==> src/rtl/systolic_load_mac.sv <==
// Loading sequencer plus a row of signed MAC cells; the sequencer enables one MAC per cycle after start.
// Latency: one cycle from a sampled enable to acc_out/valid_out; no backpressure, and start is ignored while busy.
module systolic_load_mac #(
  parameter int W      = 8,
  parameter int ACC_W  = 16,
  parameter int N_MACS = 4,
  parameter int N_LOAD = 2
) (
  input  logic                    clk,
  input  logic                    rst,
  input  logic                    start,
  output logic                    busy,
  output logic [N_MACS-1:0]       valid_ctrl,
  input  logic [N_MACS-1:0]       valid_in_1,
  input  logic [N_MACS-1:0]       valid_in_2,
  input  logic [N_MACS-1:0]       clear,
  input  logic signed [ACC_W-1:0] a_in,
  input  logic [ACC_W-1:0]        w_0,
  input  logic [ACC_W-1:0]        w_1,
  input  logic [ACC_W-1:0]        w_2,
  input  logic [ACC_W-1:0]        w_3,
  output logic signed [ACC_W-1:0] acc_out_0,
  output logic signed [ACC_W-1:0] acc_out_1,
  output logic signed [ACC_W-1:0] acc_out_2,
  output logic signed [ACC_W-1:0] acc_out_3,
  output logic [N_MACS-1:0]       valid_out
);

  localparam int KW = (N_LOAD > 1) ? $clog2(N_LOAD) : 1;

  typedef enum logic {IDLE, LOAD} state_t;

  state_t            state, state_nxt;
  logic [KW-1:0]     k, k_nxt;
  logic              busy_nxt;
  logic [N_MACS-1:0] vctrl_nxt;

  always_ff @(posedge clk or negedge rst) begin
    if (!rst) begin
      state      <= IDLE;
      k          <= '0;
      busy       <= 1'b0;
      valid_ctrl <= '0;
    end else begin
      state      <= state_nxt;
      k          <= k_nxt;
      busy       <= busy_nxt;
      valid_ctrl <= vctrl_nxt;
    end
  end

  // Outputs are computed from the next state so they register alongside it.
  always_comb begin
    state_nxt = state;
    k_nxt     = k;
    busy_nxt  = 1'b0;
    vctrl_nxt = '0;
    case (state)
      IDLE: begin
        if (start) begin
          state_nxt = LOAD;
          k_nxt     = '0;
        end
      end
      LOAD: begin
        if (k == KW'(N_LOAD - 1)) begin
          state_nxt = IDLE;
          k_nxt     = '0;
        end else begin
          k_nxt = k + 1'b1;
        end
      end
      default: begin
        state_nxt = IDLE;
        k_nxt     = '0;
      end
    endcase
    if (state_nxt == LOAD) begin
      busy_nxt  = 1'b1;
      vctrl_nxt = N_MACS'(1) << k_nxt;
    end
  end

  logic signed [ACC_W-1:0] acc   [N_MACS];
  logic        [ACC_W-1:0] w_arr [N_MACS];

  assign w_arr[0] = w_0;
  assign w_arr[1] = w_1;
  assign w_arr[2] = w_2;
  assign w_arr[3] = w_3;

  logic unused_w_hi;
  assign unused_w_hi = ^{w_0[ACC_W-1:W], w_1[ACC_W-1:W], w_2[ACC_W-1:W], w_3[ACC_W-1:W]};

  for (genvar i = 0; i < N_MACS; i++) begin : g_mac
    logic signed [ACC_W-1:0]   left_op, right_op, op;
    logic signed [W-1:0]       wt;
    logic signed [ACC_W+W-1:0] prod;
    logic signed [ACC_W-1:0]   acc_q;
    logic                      vo_q;
    logic                      en;

    // Edge cells have no neighbour on one side and fall back to the broadcast input.
    if (i == 0) begin : g_left_edge
      assign left_op = a_in;
    end else begin : g_left
      assign left_op = acc[i-1];
    end
    if (i == N_MACS - 1) begin : g_right_edge
      assign right_op = a_in;
    end else begin : g_right
      assign right_op = acc[i+1];
    end

    always_comb begin
      op = a_in;
      if (valid_ctrl[i])      op = a_in;
      else if (valid_in_1[i]) op = left_op;
      else if (valid_in_2[i]) op = right_op;
    end

    assign en   = valid_ctrl[i] | valid_in_1[i] | valid_in_2[i];
    assign wt   = w_arr[i][W-1:0];
    assign prod = op * wt;

    always_ff @(posedge clk or negedge rst) begin
      if (!rst) begin
        acc_q <= '0;
        vo_q  <= 1'b0;
      end else if (clear[i]) begin
        acc_q <= '0;
        vo_q  <= 1'b0;
      end else if (en) begin
        acc_q <= acc_q + prod[ACC_W-1:0];
        vo_q  <= 1'b1;
      end else begin
        vo_q  <= 1'b0;
      end
    end

    assign acc[i]       = acc_q;
    assign valid_out[i] = vo_q;
  end

  assign acc_out_0 = acc[0];
  assign acc_out_1 = acc[1];
  assign acc_out_2 = acc[2];
  assign acc_out_3 = acc[3];

endmodule

==> config.mk <==
export PLATFORM = sky130hd
export DESIGN_NAME = systolic_load_mac
export DESIGN_NICKNAME = d
export VERILOG_FILES = /design/src/rtl/systolic_load_mac.sv
export SDC_FILE = /design/constraint.sdc
export NUM_CORES = 1
export LEC_CHECK = 0
export CAP_MARGIN = 30
export CORE_ASPECT_RATIO = 1.25
export CORE_UTILIZATION = 43
export CTS_CLUSTER_DIAMETER = 100
export DETAILED_ROUTE_END_ITERATION = 8
export PLACE_DENSITY = 0.66
export SLEW_MARGIN = 20
export SYNTH_ARGS = -nofsm -noshare
export SYNTH_HDL_FRONTEND = slang
export SYNTH_SLANG_ARGS = --single-unit
==> constraint.sdc <==
create_clock -name clk -period 5.26 [get_ports clk]
set_clock_uncertainty 0.05 [all_clocks]
set_input_delay 1.052 -clock clk [delete_from_list [all_inputs] [get_ports clk]]
set_output_delay 1.052 -clock clk [all_outputs]
set_load 0.03 [all_outputs]
==> results of run 1 <==
## cells in the final DEF, fill, tap and decap left out, types with 18 or more instances in the layout
master             n
ha_1             102
a22o_1            33
buf_4            299
nor2_1            47
fa_1             280
nand2_1          169
nand2b_1          18
o21ai_0           20
xor2_1            19
buf_6             49
dfrtp_1           72
inv_2             20
fa_2              20
a21oi_1           18
ha_4              37
inv_1            327
xnor2_1           55
and2_1           133
nor2b_1           77
clkdlybuf4s50_1  106
## state kept, by name, indices dropped and copies added, names as in the netlist
register,cells
acc_out_0,16
acc_out_1,16
acc_out_2,16
valid_ctrl,2
g_mac.vo_q,4
acc_out_3,16
k,1
busy,1
## worst min-delay path by stage
stage | startpoint | end | depth (start not counted)
2_1_floorplan | k | k | 2
3_3_place_gp | busy | valid_ctrl[0] | 1
3_5_place_dp | busy | valid_ctrl[0] | 1
4_1_cts | busy | valid_ctrl[0] | 1
5_1_grt | busy | valid_ctrl[0] | 1
6_report | busy | valid_ctrl[0] | 1
## cells by family after synthesis
family          Yosys count
flops                    72
fa+ha+maj               440
compound gates          204
simple gates            539
buf+inv                 404
xor+xnor                 85
mux                      49
other cells               1
## layer usage
metal	vias up	share of wire, %	routed length (um)	track usage (%)
met5	-	0	0	0
met4	0	5.9	3350	16.7
met3	160	4.9	2790	3.96
met2	506	51	28900	52.7
met1	7463	38	21300	34.4
li1	6447	-	-	-
## through the flow
stage / instances / cell area [um2]
2_1_floorplan: 1795 / 17200
3_3_place_gp: 2653 / 21100
3_5_place_dp: 2655 / 21100
4_1_cts: 2729 / 22700
5_1_grt: 2739 / 23200
6_report: 2739 / 23200
## cell type report
type	count	share of cell area (%)
timing repair buffer	493	19.1
tap	492	2.65
inverter	348	5.63
multi-input combinational	1319	63.6
sequential	72	7.76
clock inverter	3	0.183
clock buffer	12	1.06
## critical path, stage by stage
cell      delay (ns)
buf_6           0.10
nor3b_4         0.24
buf_12          0.18
mux2i_4         0.32
nand2b_4        0.19
fa_1            0.44
inv_2           0.08
fa_1            0.45
fa_1            0.60
fa_1            0.45
fa_1            0.51
ha_4            0.31
o21ai_4         0.06
a21boi_2        0.16
o21ai_2         0.08
a21boi_1        0.13
buf_4           0.15
o211ai_1        0.11
a2111o_1        0.37
nand3_1         0.07
## timing repair
item                                    CTS  global route
gates cloned                              3             2
gates resized for setup                 256            99
pin swaps                               178           124
endpoints found under the setup margin   38            33
setup buffers                            62            14
==> results.tsv, run 1 <==
stage	metric	value	unit
placement	GPL Wtd Cong	0.973	
global_route	vias in the first global route	16300	
sta	unrepaired setup endpoints after global routing	yes	
placement	HPWL after DPL	45700	um
setup_path	critical path peak fanout	5	
final_layout	ANT cells	0	
final_layout	fin util	60.9	%
synth	Synth Area in XOR/XNOR	4.90	%
setup_path	R2R depth	23	
synth	register area share after synthesis	10.8	%
synth	Post-Syn Area	16600	um2
routing	final WL	56400	um
die	Placeable Area	38100	um2
setup_path	Worst Path Required	5.52	ns
synth	Simple-Gate Fraction of Synth Area	16.7	%
clock_network	Hold-fix buffers, CTS	0	
clock_network	CTS clk-pin slew, worst paths	0.06	ns
placement	IO buf count	133	
setup_path	startpoint types	input port	
synth	adder-cell share of the synthesized area	46.7	%
routing	via-per-instance ratio	5.32	
setup_path	r2r startpoint	valid_ctrl[1]	
routing	routed len/inst	20.6	um
setup_path	end of the critical path	acc_out_0[14]	
sta	worst relative slew slack	34.9	%
die	I/O pins	168	
synth	most common cell in the netlist	inv_1	
synth	top cell type's share of synthesized area	36.2	%
final_layout	multi-input combinational cell area	14800	um2
sta	max-slew violations	0	
synth	synth unique cells	59	
sta	Final Hold Fails	0	
clock_network	Sink Count	72	
synth	Post-synth EDFFs	0	
clock_network	H-tree lvl count	3	
synth	Mapped Cells	1794	
final_layout	fillcell total	3143	
final_layout	share of cells above drive strength 1	29.0	%
routing	DR pass1 iterations	7	
setup_path	flop-to-flop setup slack	-0.30	ns
synth	ys async rst share	100	%
global_route	initial antenna violation count	0	
placement	DP Worst Slack	-1.44	ns
die	die area	39400	um2
final_layout	Nets	2778	
setup_path	Crit Path Class	in -> reg	
clock_network	clock buffer depth	2	
clock_network	total CTS buffers	9	
global_route	global route overflow	0	
synth	warnings from Yosys	0	
die	DIE WIDTH	178	um
synth	main flop type after synthesis	dfrtp_1	
routing	Initial DRC Count	752	
final_layout	area grow syn2layout	39.8	%
synth	largest family of logic cells by synthesized area	adder cells	
clock_network	CTS tree	built	
synth	largest area contributor in the netlist	fa_1	
flow_run	Max-Cap Viols	0	
routing	antenna viol nets, final	0	
setup_path	RR Endpoint	acc_out_1[15]	
sta	FMAX	0.172	GHz
synth	Avg Inst Size Synth	9.26	um2
sta	fin crit share	110	%
setup_path	Worst Setup SP	valid_in_1[0]	
worst_hold_path	Hold WC Path Type	reg -> reg	
sta	Final min period	5.80	ns
sta	Worst-Margin Slew	0.969	ns
sta	Hold WS	0.455	ns
global_route	largest net degree at the start of global routing	38	
global_route	GR Util All Layers	29.9	%
status	failing checks	design-rule violations, negative setup slack	
die	Initial Util	43.6	%
clock_network	Clock Latency Late Sink	0.38	ns
synth	top cells by area, synth	fa_1 (36%), dfrtp_1 (11%), ha_1 (11%), inv_1 (7.8%), and2_1 (5.4%)	
routing	residual DRC count	1	
setup_path	critical path arrival	6.06	ns
sta	fin worst setup slack	-0.541	ns
sta	count of final setup violators	25	
sta	TNS Setup	-7.68	ns
synth	multiplexer share of the synthesized area	3.18	%
synth	Synth Area in Compound Gates	8.16	%
routing	routed via count	14600	
die	die height	222	um
synth	#FFs+latches synth	72	
status	status	finished, violations left	
setup_path	Critical Path End Type	flip-flop	
clock_network	Clock Tree Root	clkbuf_16	
final_layout	register area	1800	um2
die	# rows	80	
global_route	first-pass GRT wire length	88200	um
synth	most frequent cells after synthesis	inv_1 (345), fa_1 (300), nand2_1 (186)	
Power of run 1 is not shown: default switching activity piles up to over one toggle a cycle in this logic, so the estimate is an artifact.
==> run 2, diff against run 1 <==
--- a/config.mk
+++ b/config.mk
@@ -8,10 +8,11 @@
 export CAP_MARGIN = 30
 export CORE_ASPECT_RATIO = 1.25
 export CORE_UTILIZATION = 43
+export CTS_BUF_LIST = sky130_fd_sc_hd__clkbuf_8 sky130_fd_sc_hd__clkbuf_16
 export CTS_CLUSTER_DIAMETER = 100
 export DETAILED_ROUTE_END_ITERATION = 8
 export PLACE_DENSITY = 0.66
-export SLEW_MARGIN = 20
+export SLEW_MARGIN = 10
 export SYNTH_ARGS = -nofsm -noshare
 export SYNTH_HDL_FRONTEND = slang
 export SYNTH_SLANG_ARGS = --single-unit
==> run 2 against run 1 <==
Effect of this change:
- the flow still finishes with violations (design-rule violations, negative setup slack)
- flip-flop and latch count is the same
- routed wire length about the same
- worst setup slack worse by 0.0011 ns
- critical path depth unchanged
- worst hold slack about the same
- global-route usage is the same
- cell count unchanged
- die area did not move
- critical path type unchanged
- critical endpoint unchanged
- largest cell class unchanged
- highest routed layer unchanged
==> results.tsv, run 2 (same netlist as run 1, synthesis figures left out) <==
stage	metric	value	unit	change
routing	routed wl met3	2740	um	-1.8%
setup_path	Crit Path Class	in -> reg		
sta	unrepaired setup endpoints after global routing	yes		
routing	via-per-instance ratio	5.32		about the same
global_route	first-pass GRT wire length	88200	um	unchanged
setup_path	Slowest cell on crit path	fa_1		
worst_hold_path	worst hold path startpoint	busy		
routing	routed via count	14600		+0.034%
sta	max-slew violations	0		unchanged
clock_network	CTS clk-pin slew, worst paths	0.06	ns	about the same
setup_path	startpoint types	input port		
die	DIE WIDTH	178	um	unchanged
flow_run	Max-Cap Viols	0		unchanged
setup_path	Worst Setup SP	valid_in_1[0]		
final_layout	most common cell after layout, fill and taps aside	inv_1		
die	Placeable Area	38100	um2	unchanged
routing	Initial DRC Count	752		unchanged
clock_network	CTS tree	built		
routing	antenna viol nets, final	0		unchanged
die	I/O pins	168		unchanged
routing	residual DRC count	1		unchanged
sta	worst relative slew slack	34.7	%	-0.21 points
status	status	finished, violations left		
final_layout	area grow syn2layout	39.8	%	unchanged
final_layout	Nets	2778		unchanged
die	# rows	80		unchanged
sta	FMAX	0.172	GHz	about the same
setup_path	most numerous cell on the critical path	fa_1		
setup_path	r2r startpoint	valid_ctrl[1]		
final_layout	share of cells above drive strength 1	29.0	%	unchanged
clock_network	clock buffer depth	2		unchanged
die	die area	39400	um2	unchanged
placement	IO buf count	133		unchanged
setup_path	critical path arrival	6.06	ns	about the same
sta	fin worst setup slack	-0.542	ns	-0.00108 ns
die	die height	222	um	unchanged
sta	Final min period	5.80	ns	+0.00108 ns
final_layout	ANT cells	0		unchanged
sta	Final Hold Fails	0		unchanged
sta	fin crit share	110	%	about the same
global_route	global route overflow	0		unchanged
placement	HPWL after DPL	45700	um	unchanged
clock_network	Clock Latency Late Sink	0.38	ns	about the same
final_layout	most frequent cells in the layout	inv_1 (329), buf_4 (299), fa_1 (280)		
sta	Worst-Margin Slew	0.972	ns	+0.00312 ns
setup_path	Critical Path End Type	flip-flop		
setup_path	Worst Path Required	5.52	ns	about the same
global_route	vias in the first global route	16300		unchanged
global_route	GR Util All Layers	29.9	%	unchanged
status	failing checks	design-rule violations, negative setup slack		
clock_network	total CTS buffers	9		unchanged
routing	Post-Route M1 WL	21400	um	+0.29%
routing	routed len/inst	20.6	um	about the same
routing	DR pass1 iterations	7		unchanged
routing	met2 WL	28900	um	-0.12%
routing	top layer reached by signal wires	met4		
die	Initial Util	43.6	%	unchanged
final_layout	post-route design area	23200	um2	unchanged
clock_network	Clock Tree Root	clkbuf_16		
routing	final WL	56400	um	about the same
global_route	initial antenna violation count	0		unchanged
sta	count of final setup violators	25		unchanged
setup_path	critical path peak fanout	5		unchanged
clock_network	H-tree lvl count	3		unchanged
final_layout	fillcell total	3143		unchanged
placement	post-place instance area	21100	um2	unchanged
clock_network	Sink Count	72		unchanged
global_route	largest net degree at the start of global routing	38		unchanged
placement	GPL Wtd Cong	0.973		unchanged
setup_path	slowest stage delay, CP	0.60	ns	about the same
clock_network	Hold-fix buffers, CTS	0		unchanged
placement	DP Worst Slack	-1.44	ns	unchanged
setup_path	CP Cell Sequence	buf_6, nor3b_4, buf_12, mux2i_4, nand2b_4, fa_1, inv_2, fa_1, fa_1, fa_1, fa_1, ha_4, o21ai_4, a21boi_2, o21ai_2, a21boi_1, buf_4, o211ai_1, a2111o_1, nand3_1		
worst_hold_path	Hold WC Path Type	reg -> reg		
run 2: through the flow:
step | instances | hold slack, ns | setup TNS (ns) | util, %
final | 2739 | 0.455 | -7.73 | 60.9
after global routing | 2739 | 0.469 | -11.17 | 60.9
after CTS | 2729 | 0.456 | -8.63 | 59.4
after detailed placement | 2655 | 0.441 | -40.88 | 55.4
after global placement | 2653 | 0.435 | -38.14 | 55.3
after floorplan | 1795 | 0.460 | -9.37 | -
run 2: final timing paths:
path	slack [ns]	cells after the start	end
min in group asynchronous	0.59	1	g_mac[3].vo_q
setup / recovery	-0.54	20	acc_out_0[14]
hold reg to reg	0.46	1	valid_ctrl[0]
hold / removal	0.46	1	valid_ctrl[0]
setup reg to reg	-0.30	23	acc_out_1[15]
max in group asynchronous	3.94	2	acc_out_1[9]
run 2: area by class of cell:
class	count	area (um2)	area share, %
Clock buffer	10	239	1.03
Clock inverter	5	50.0	0.216
Inverter	348	1310	5.63
Multi-Input combinational cell	1319	14800	63.6
Sequential cell	72	1800	7.76
Tap cell	492	616	2.65
Timing Repair Buffer	493	4440	19.1
run 2: repair_timing:
item                                    4_1_cts  5_1_grt
cloned                                        3        2
buffers inserted                             62       14
hold endpoints to repair                      0        0
endpoints found under the setup margin       38       33
resized for setup                           256       99
pin swaps                                   178      124
run 2: routing by layer:
metal | vias up | global-route usage (%)
li1 | 6447 | -
met1 | 7469 | 34.4
met2 | 502 | 52.7
met3 | 163 | 3.96
met4 | 0 | 16.7
met5 | - | 0
run 2: critical path: cells and delay by family:
family                   cells  cell delay, ns
adder cells (fa/ha/maj)      6            2.76
AO/OA/AOI/OAI                6            0.91
buffers and inverters        4            0.51
AND/OR/NAND/NOR              3            0.50
multiplexers                 1            0.32
Power of run 2 is left out for the same reason.
